[src/rtl/alu_entry_pkg.sv]
// Shared types and widths for the ALU operand entry block.
package alu_entry_pkg;
  localparam int OPERAND_W = 4;
  localparam int OPCODE_W  = 3;

  typedef enum logic [1:0] {
    LOAD_A  = 2'd0,
    LOAD_B  = 2'd1,
    LOAD_OP = 2'd2,
    SHOW    = 2'd3
  } entry_state_t;
endpackage

[src/rtl/button_conditioner.sv]
// Synchronizes, optionally debounces (ALU_ENTRY_DEBOUNCE_EN) and edge-detects one raw pushbutton.
// Press pulse lands SYNC_STAGES+DEBOUNCE_CYCLES edges after first sample (SYNC_STAGES+1 without debounce).
module button_conditioner #(
  parameter int unsigned DEBOUNCE_CYCLES = 50000,
  parameter int unsigned SYNC_STAGES     = 2
) (
  input  logic clk,
  input  logic rst_n,
  input  logic btn_i,
  output logic press_o
);
  localparam int unsigned SYNC_N = (SYNC_STAGES < 2) ? 2 : SYNC_STAGES;

  logic [SYNC_N-1:0] sync_q;
  logic              sync_lvl;
  logic              level_q;
  logic              level_prev_q;
  logic              press_q;

  always_ff @(posedge clk or negedge rst_n) begin
    if (!rst_n) begin
      sync_q <= '0;
    end else begin
      sync_q <= {sync_q[SYNC_N-2:0], btn_i};
    end
  end

  assign sync_lvl = sync_q[SYNC_N-1];

`ifdef ALU_ENTRY_DEBOUNCE_EN
  localparam int unsigned DEB_N = (DEBOUNCE_CYCLES < 1) ? 1 : DEBOUNCE_CYCLES;
  localparam int unsigned CNT_W = (DEB_N < 2) ? 1 : $clog2(DEB_N);
  localparam logic [CNT_W-1:0] CNT_LAST = CNT_W'(DEB_N - 1);

  logic [CNT_W-1:0] cnt_q;
  logic [CNT_W-1:0] cnt_d;
  logic             level_d;

  // Any cycle where the synchronized level agrees with the accepted level restarts the count.
  always_comb begin
    cnt_d   = '0;
    level_d = level_q;
    if (sync_lvl != level_q) begin
      if (cnt_q == CNT_LAST) begin
        level_d = sync_lvl;
      end else begin
        cnt_d = cnt_q + CNT_W'(1);
      end
    end
  end

  always_ff @(posedge clk or negedge rst_n) begin
    if (!rst_n) begin
      cnt_q   <= '0;
      level_q <= 1'b0;
    end else begin
      cnt_q   <= cnt_d;
      level_q <= level_d;
    end
  end
`else
  always_ff @(posedge clk or negedge rst_n) begin
    if (!rst_n) begin
      level_q <= 1'b0;
    end else begin
      level_q <= sync_lvl;
    end
  end

  // DEBOUNCE_CYCLES has no effect in this build.
  if (DEBOUNCE_CYCLES == 0) begin : g_debounce_ignored
  end
`endif

  always_ff @(posedge clk or negedge rst_n) begin
    if (!rst_n) begin
      level_prev_q <= 1'b0;
      press_q      <= 1'b0;
    end else begin
      level_prev_q <= level_q;
      press_q      <= level_q & ~level_prev_q;
    end
  end

  assign press_o = press_q;
endmodule

[src/rtl/alu_operand_entry.sv]
// Steps the user through entering A, B and opcode from switches; debounce enabled by ALU_ENTRY_DEBOUNCE_EN.
// Outputs update one edge after a conditioned press; clear overrides enter.
module alu_operand_entry
  import alu_entry_pkg::*;
#(
  parameter int unsigned DEBOUNCE_CYCLES = 50000,
  parameter int unsigned SYNC_STAGES     = 2
) (
  input  logic                 clk,
  input  logic                 rst_n,
  input  logic [3:0]           switches,
  input  logic                 btn_enter,
  input  logic                 btn_clear,
  output logic [OPERAND_W-1:0] A,
  output logic [OPERAND_W-1:0] B,
  output logic [OPCODE_W-1:0]  select,
  output logic                 operands_valid,
  output logic                 load_strobe,
  output logic [1:0]           stage
);
  logic enter_pulse;
  logic clear_pulse;

  entry_state_t         state_q;
  logic [OPERAND_W-1:0] a_q;
  logic [OPERAND_W-1:0] b_q;
  logic [OPCODE_W-1:0]  sel_q;
  logic                 valid_q;
  logic                 strobe_q;

  button_conditioner #(
    .DEBOUNCE_CYCLES (DEBOUNCE_CYCLES),
    .SYNC_STAGES     (SYNC_STAGES)
  ) u_enter (
    .clk     (clk),
    .rst_n   (rst_n),
    .btn_i   (btn_enter),
    .press_o (enter_pulse)
  );

  button_conditioner #(
    .DEBOUNCE_CYCLES (DEBOUNCE_CYCLES),
    .SYNC_STAGES     (SYNC_STAGES)
  ) u_clear (
    .clk     (clk),
    .rst_n   (rst_n),
    .btn_i   (btn_clear),
    .press_o (clear_pulse)
  );

  always_ff @(posedge clk or negedge rst_n) begin
    if (!rst_n) begin
      state_q  <= LOAD_A;
      a_q      <= '0;
      b_q      <= '0;
      sel_q    <= '0;
      valid_q  <= 1'b0;
      strobe_q <= 1'b0;
    end else begin
      strobe_q <= 1'b0;
      if (clear_pulse) begin
        state_q <= LOAD_A;
        a_q     <= '0;
        b_q     <= '0;
        sel_q   <= '0;
        valid_q <= 1'b0;
      end else if (enter_pulse) begin
        case (state_q)
          LOAD_A: begin
            a_q     <= switches;
            state_q <= LOAD_B;
          end
          LOAD_B: begin
            b_q     <= switches;
            state_q <= LOAD_OP;
          end
          LOAD_OP: begin
            sel_q    <= switches[OPCODE_W-1:0];
            state_q  <= SHOW;
            valid_q  <= 1'b1;
            strobe_q <= 1'b1;
          end
          default: begin
            // Operands stay visible after leaving SHOW until recaptured.
            state_q <= LOAD_A;
            valid_q <= 1'b0;
          end
        endcase
      end
    end
  end

  assign A              = a_q;
  assign B              = b_q;
  assign select         = sel_q;
  assign operands_valid = valid_q;
  assign load_strobe    = strobe_q;
  assign stage          = state_q;
endmodule

[config.mk]
export PLATFORM = sky130hd
export DESIGN_NAME = alu_operand_entry
export DESIGN_NICKNAME = d
export VERILOG_FILES = /design/src/rtl/alu_entry_pkg.sv /design/src/rtl/button_conditioner.sv /design/src/rtl/alu_operand_entry.sv
export SDC_FILE = /design/constraint.sdc
export NUM_CORES = 1
export LEC_CHECK = 0
export ABC_AREA = 1
export CAP_MARGIN = 20
export CORE_UTILIZATION = 47
export CTS_CLUSTER_DIAMETER = 100
export CTS_CLUSTER_SIZE = 12
export DETAILED_ROUTE_END_ITERATION = 12
export PLACE_DENSITY = 0.76
export SETUP_SLACK_MARGIN = 0.5
export SLEW_MARGIN = 25
export SYNTH_ARGS = -nofsm -noshare
export SYNTH_HDL_FRONTEND = slang
export SYNTH_SLANG_ARGS = --single-unit
[constraint.sdc]
create_clock -name clk -period 1.55 [get_ports clk]
set_clock_uncertainty 0.2 [all_clocks]
set_input_delay 0.2325 -clock clk [delete_from_list [all_inputs] [get_ports clk]]
set_output_delay 0.2325 -clock clk [all_outputs]
set_load 0.01 [all_outputs]
# Word level (Yosys, flattened, before mapping)
# Index checks and enable logic that the tools add are counted.
[word_totals] ff_bits=25 output_inout_bits=15 word_cells=49
[classes] eq_ne=3 muxes=18 bitwise=4 n_reduce_logical=10
[ops] operator="4-bit two-way mux" count=6
[ops] operator="3-bit two-way mux" count=3
[ops] operator="2-bit AND reduction" count=4
[ops] operator="2-bit nonzero test" count=4
[ops] operator="2-bit one-hot mux with 3 select lines" count=1
[ops] operator="1-bit two-way mux" count=5
[ops] operator="2-bit two-way mux" count=2
[ops] operator="1-bit AND" count=2
[ops] operator="2-bit by 1-bit equality test with 1-bit output, second input constant" count=1
[ops] operator="2-bit equality test, second input constant" count=1
[ops] operator="2-bit logical NOT" count=1
[ops] operator="2-bit by 1-bit inequality test with 1-bit output, second input constant" count=1
[ops] operator="1-bit NOT" count=2
[ops] operator="1-bit one-hot mux with 2 select lines" count=1
[ops] operator="2-bit OR reduction" count=1

# Logic depth before layout (Yosys ltp)
[depth] ltp_word=5 depth_mapped=7

# Cells and area by module
# Synthesis repeated with hierarchy kept, for this count alone.
[unflattened] cells_unflattened=99 area_unflattened_um2=965.9
[modules_own_cells] module="alu_operand_entry" instances=1 cells_each=85 area_each_um2=695.7
[modules_own_cells] module="button_conditioner" instances=2 cells_each=7 area_each_um2=135.1

# Worst setup path before layout
# No wires, ideal clock.
[synth_path] path_type="reg-to-reg" startpoint="reg state_q[0], in the netlist stage[0]" endpoint="reg a_q[0], in the netlist A[0]" setup_time_ps=117 arrival_ps=988 required_time_ps=1233 slack_ps=246 path_stages_with_launch=7 path_buffers=0 path_cell_list="dfrtp_1 inv_1 ha_1 nand2_1 inv_1 nand2_1 nand2_1"
[synth_via] elab_chain_len=3
[synth_rtl] item="start: declaration" line="alu_operand_entry.sv:24" text="entry_state_t state_q;"
[synth_rtl] item="start signal: assignment" line="alu_operand_entry.sv:53" text="state_q <= LOAD_A;"
[synth_rtl] item="start signal: assignment" line="alu_operand_entry.sv:62" text="state_q <= LOAD_A;"
[synth_rtl] item="start signal: assignment" line="alu_operand_entry.sv:71" text="state_q <= LOAD_B;"
[synth_rtl] item="2-bit logical NOT" line="alu_operand_entry.sv:68" text="case (state_q)"
[synth_rtl] item="2-bit nonzero test (no line)"
[synth_rtl] item="2-bit AND reduction (no line)"
[synth_rtl] item="end signal: assignment" line="alu_operand_entry.sv:70" text="a_q <= switches;"
[synth_rtl] item="end: declaration" line="alu_operand_entry.sv:25" text="logic [OPERAND_W-1:0] a_q;"
# Every way passes these cells.
# A chain may end at the register's enable or synchronous reset.

# Final worst setup path
[layout_path] startpoint="reg state_q[0], in the netlist stage[0]" endpoint="reg valid_q, in the netlist operands_valid"
[layout_via] elab_chain_len=5 word_cells_on_any_way=9 cone_classes="eq/ne: 3; mux: 3; reduce/logical: 3"
[layout_rtl] item="2-bit by 1-bit equality test with 1-bit output / 2-bit logical NOT (equally long branches)" line="alu_operand_entry.sv:68"
[layout_rtl] item="2-bit OR reduction (no line)"
[layout_rtl] item="1-bit one-hot mux with 2 select lines" line="alu_operand_entry.sv:68"
[layout_rtl] item="1-bit two-way mux" line="alu_operand_entry.sv:67" text="end else if (enter_pulse) begin"
[layout_rtl] item="1-bit two-way mux" line="alu_operand_entry.sv:61" text="if (clear_pulse) begin"
[layout_rtl] item="end signal: assignment" line="alu_operand_entry.sv:57" text="valid_q <= 1'b0;"
[layout_rtl] item="end signal: assignment" line="alu_operand_entry.sv:66" text="valid_q <= 1'b0;"
[layout_rtl] item="end signal: assignment" line="alu_operand_entry.sv:80" text="valid_q <= 1'b1;"
[layout_rtl] item="end: declaration" line="alu_operand_entry.sv:28" text="logic valid_q;"
# Parallel ways exist; a longest one is shown, timed or not. The select of a mux whose other input is x is not followed.

==> impl_metrics.tcl <==
set metrics [dict create \
    status "complete, no violations" \
    rr_startpoint "stage[0]" \
    fin_crit_sh_pct 86.1 \
    drtPass1Iterations 4 \
    die_x_um 47.5 \
    io_buffers 22 \
    startpoint "stage[0]" \
    syn_to_final_growth_pct 37.8 \
    hp-class "input port to asynchronous set/reset pin" \
    rsz0062_at_grt "true" \
    viasPerCell 4.76 \
    cts_sinks 25 \
    max_freq_mhz 749 \
    ys_ff_latch 25 \
    drtAntennaViolNets 0 \
    gp_congestion 0.782 \
    fin_crit_ps 1330 \
    slew_viol_final 0 \
    grt_max_degree 26 \
    ys_types 11 \
    p_leak_uw 0.000748 \
    ys_warn_count 0 \
    fp.dieH_um 47.5 \
    cp_max_fo 3 \
    grt_pass1_vias 741 \
    crit_arrival_ps 1370 \
    wl_mm 1.84 \
    top_usage_layer "met2" \
    post_drt_wl_per_cell_um 11.5 \
    grt_overflow 0 \
    fin_setup_tns_ps 0 \
    drc 0 \
    drv_cap 0 \
    synth_seq_area_share_pct 64.4 \
    grt_util_met1_pct 24.8 \
    antenna_found_initial 0 \
    synth_top_area_share_pct 64.4 \
    dp_hpwl_mm 1.24 \
    hold_viol_final 0 \
    synth_fa_ha_area_share_pct 3.87 \
    ir_drop_uv 759 \
    yosysTopAreaCell "dfrtp_1" \
    nNetsFinal 145 \
    synth_cells 101 \
    fill_cells 161 \
    avgSynthCellArea_um2 9.61 \
    cp-end-kind "flop" \
    insertion_delay_ps 320 \
    clk_pin_slew_ps 140 \
    synth_compound_area_share_pct 1.03 \
    synth_top_family_by_area "simple AND/OR/NAND/NOR gates" \
    synth_xor_area_share_pct 0 \
    met3_usage_pct 3.40 \
    relSlewSlack_pct 71.7 \
    first_iter_violations 13 \
    cts_hold_buffers 0 \
    antennaDiodeCount 0 \
    die_area_um2 2250 \
    met2_usage_pct 31.2 \
    row_count 16 \
    tritoncts "done" \
    yosys-top-cells-area "dfrtp_1 64%, nand2_1 12%, nand3_1 7.2%" \
    root_buffer "clkbuf_4" \
    syn_area_um2 971 \
    crit_path_start_kind "flop" \
    cts_buffer_depth 2 \
    p_per_area_nw_per_um2 1100 \
    grt_usage_pct 19.4 \
    core_um2 1940 \
    cts_htree_levels 1 \
    synth_fp_nets 112 \
    cp.required_ps 1590 \
    synthMuxAreaShare_pct 0 \
    synth-simple-area-share_pct 22.9 \
    initial_utilization_pct 50.0 \
    drive_gt1_share_pct 34.6 \
    worst-setup-path-type "flop to flop" \
    vias 762 \
    grt_pass1_wl_mm 2.99 \
    finalSetupViolCount 0 \
    io_pins 23 \
    cts_buffers 3 \
    p_total_uw 1480 \
    tightest_slew_ps 424 \
]
-- worst max-delay path, stage by stage (launching register included) --
cell,delay (ps)
dfrtp_2,430
buf_6,130
inv_6,70
ha_4,170
nor2_4,40
nand2_1,50
nand2_1,60
nand2_1,70
inv_1,40
-- sequential cells by signal, summed over array words and instances (netlist names), 2 cells and up --
register	count
stage	2
u_enter.sync_q	2
B	4
select	3
A	4
u_clear.sync_q	2
-- metrics by stage --
step | util, % | std cells | instance area (µm²) | hold slack [ps] | worst slack, ps
6_report | 68.9 | 160 | 1340 | 35.1 | 216
3_5_place_dp | 66.1 | 149 | 1280 | 137 | 180
3_3_place_gp | 66.1 | 149 | 1280 | 132 | 186
4_1_cts | 67.7 | 159 | 1320 | 48.9 | 218
5_1_grt | 68.9 | 160 | 1340 | 71.0 | 153
2_1_floorplan | - | 101 | 1040 | -263 | 352
-- layer usage --
metal / up-vias / wire [µm]
li1: 373 / -
met1: 361 / 831
met2: 24 / 890
met3: 4 / 96
met4: 0 / 25
met5: - / 0
-- synthesized netlist by cell type --
cell / number
buf_4: 1
nand3_1: 14
inv_1: 14
o21ai_1: 2
ha_1: 3
nand2_1: 31
inv_2: 1
or2_0: 1
nor2_1: 8
buf_6: 1
dfrtp_1: 25
-- placed cells by master, fill, tap and decap left out --
cell             instances
dfrtp_2                  2
inv_1                    7
nand3_2                  2
buf_2                   13
clkbuf_4                 3
nand2_1                 28
inv_2                    4
o21ai_1                  2
buf_4                    6
nor2_1                   7
nand2_4                  3
nand3_1                 12
nor2_4                   1
dfrtp_1                 23
or2_0                    1
buf_6                    4
inv_4                    2
inv_6                    3
ha_4                     3
clkdlybuf4s50_1          7
-- worst paths after layout --
kind,endpoint,slack [ps],cells after the start
max in group asynchronous,stage[1],870,2
max reg2reg,operands_valid,220,8
min,B[2],40,2
min in group clk,u_clear.sync_q[0],130,1
min reg2reg,u_enter.sync_q[1],170,0
max,operands_valid,220,8
-- what timing repair did --
item,4_1_cts,5_1_grt
gates resized for setup,68,3
buffers inserted,6,1
pin swaps,2,5
endpoints found under the setup margin,30,30
hold endpoints to repair,0,0
-- power by group --
| group | internal, µW | switching, µW | total [µW] |
|---|---|---|---|
| combinational | 195 | 211 | 406 |
| clock | 105 | 208 | 313 |
| sequential | 717 | 41.2 | 759 |
| total | 1020 | 460 | 1480 |
-- cell families after synthesis --
kind of cell,after synthesis
buffers and inverters,17
AO/OA/AOI/OAI,2
flip-flops,25
adder cells (fa/ha/maj),3
AND/OR/NAND/NOR,54
-- area by class of cell --
cell class / instances / area [µm²] / area share (%)
tap: 27 / 33.8 / 2.53
multi-input combinational: 59 / 348 / 26.0
sequential: 25 / 628 / 47.0
clock buffer: 3 / 22.5 / 1.68
inverter: 15 / 71.3 / 5.33
clock inverter: 1 / 8.76 / 0.655
timing repair buffer: 30 / 225 / 16.8
No activity file was read; power rests on OpenSTA's default activity.
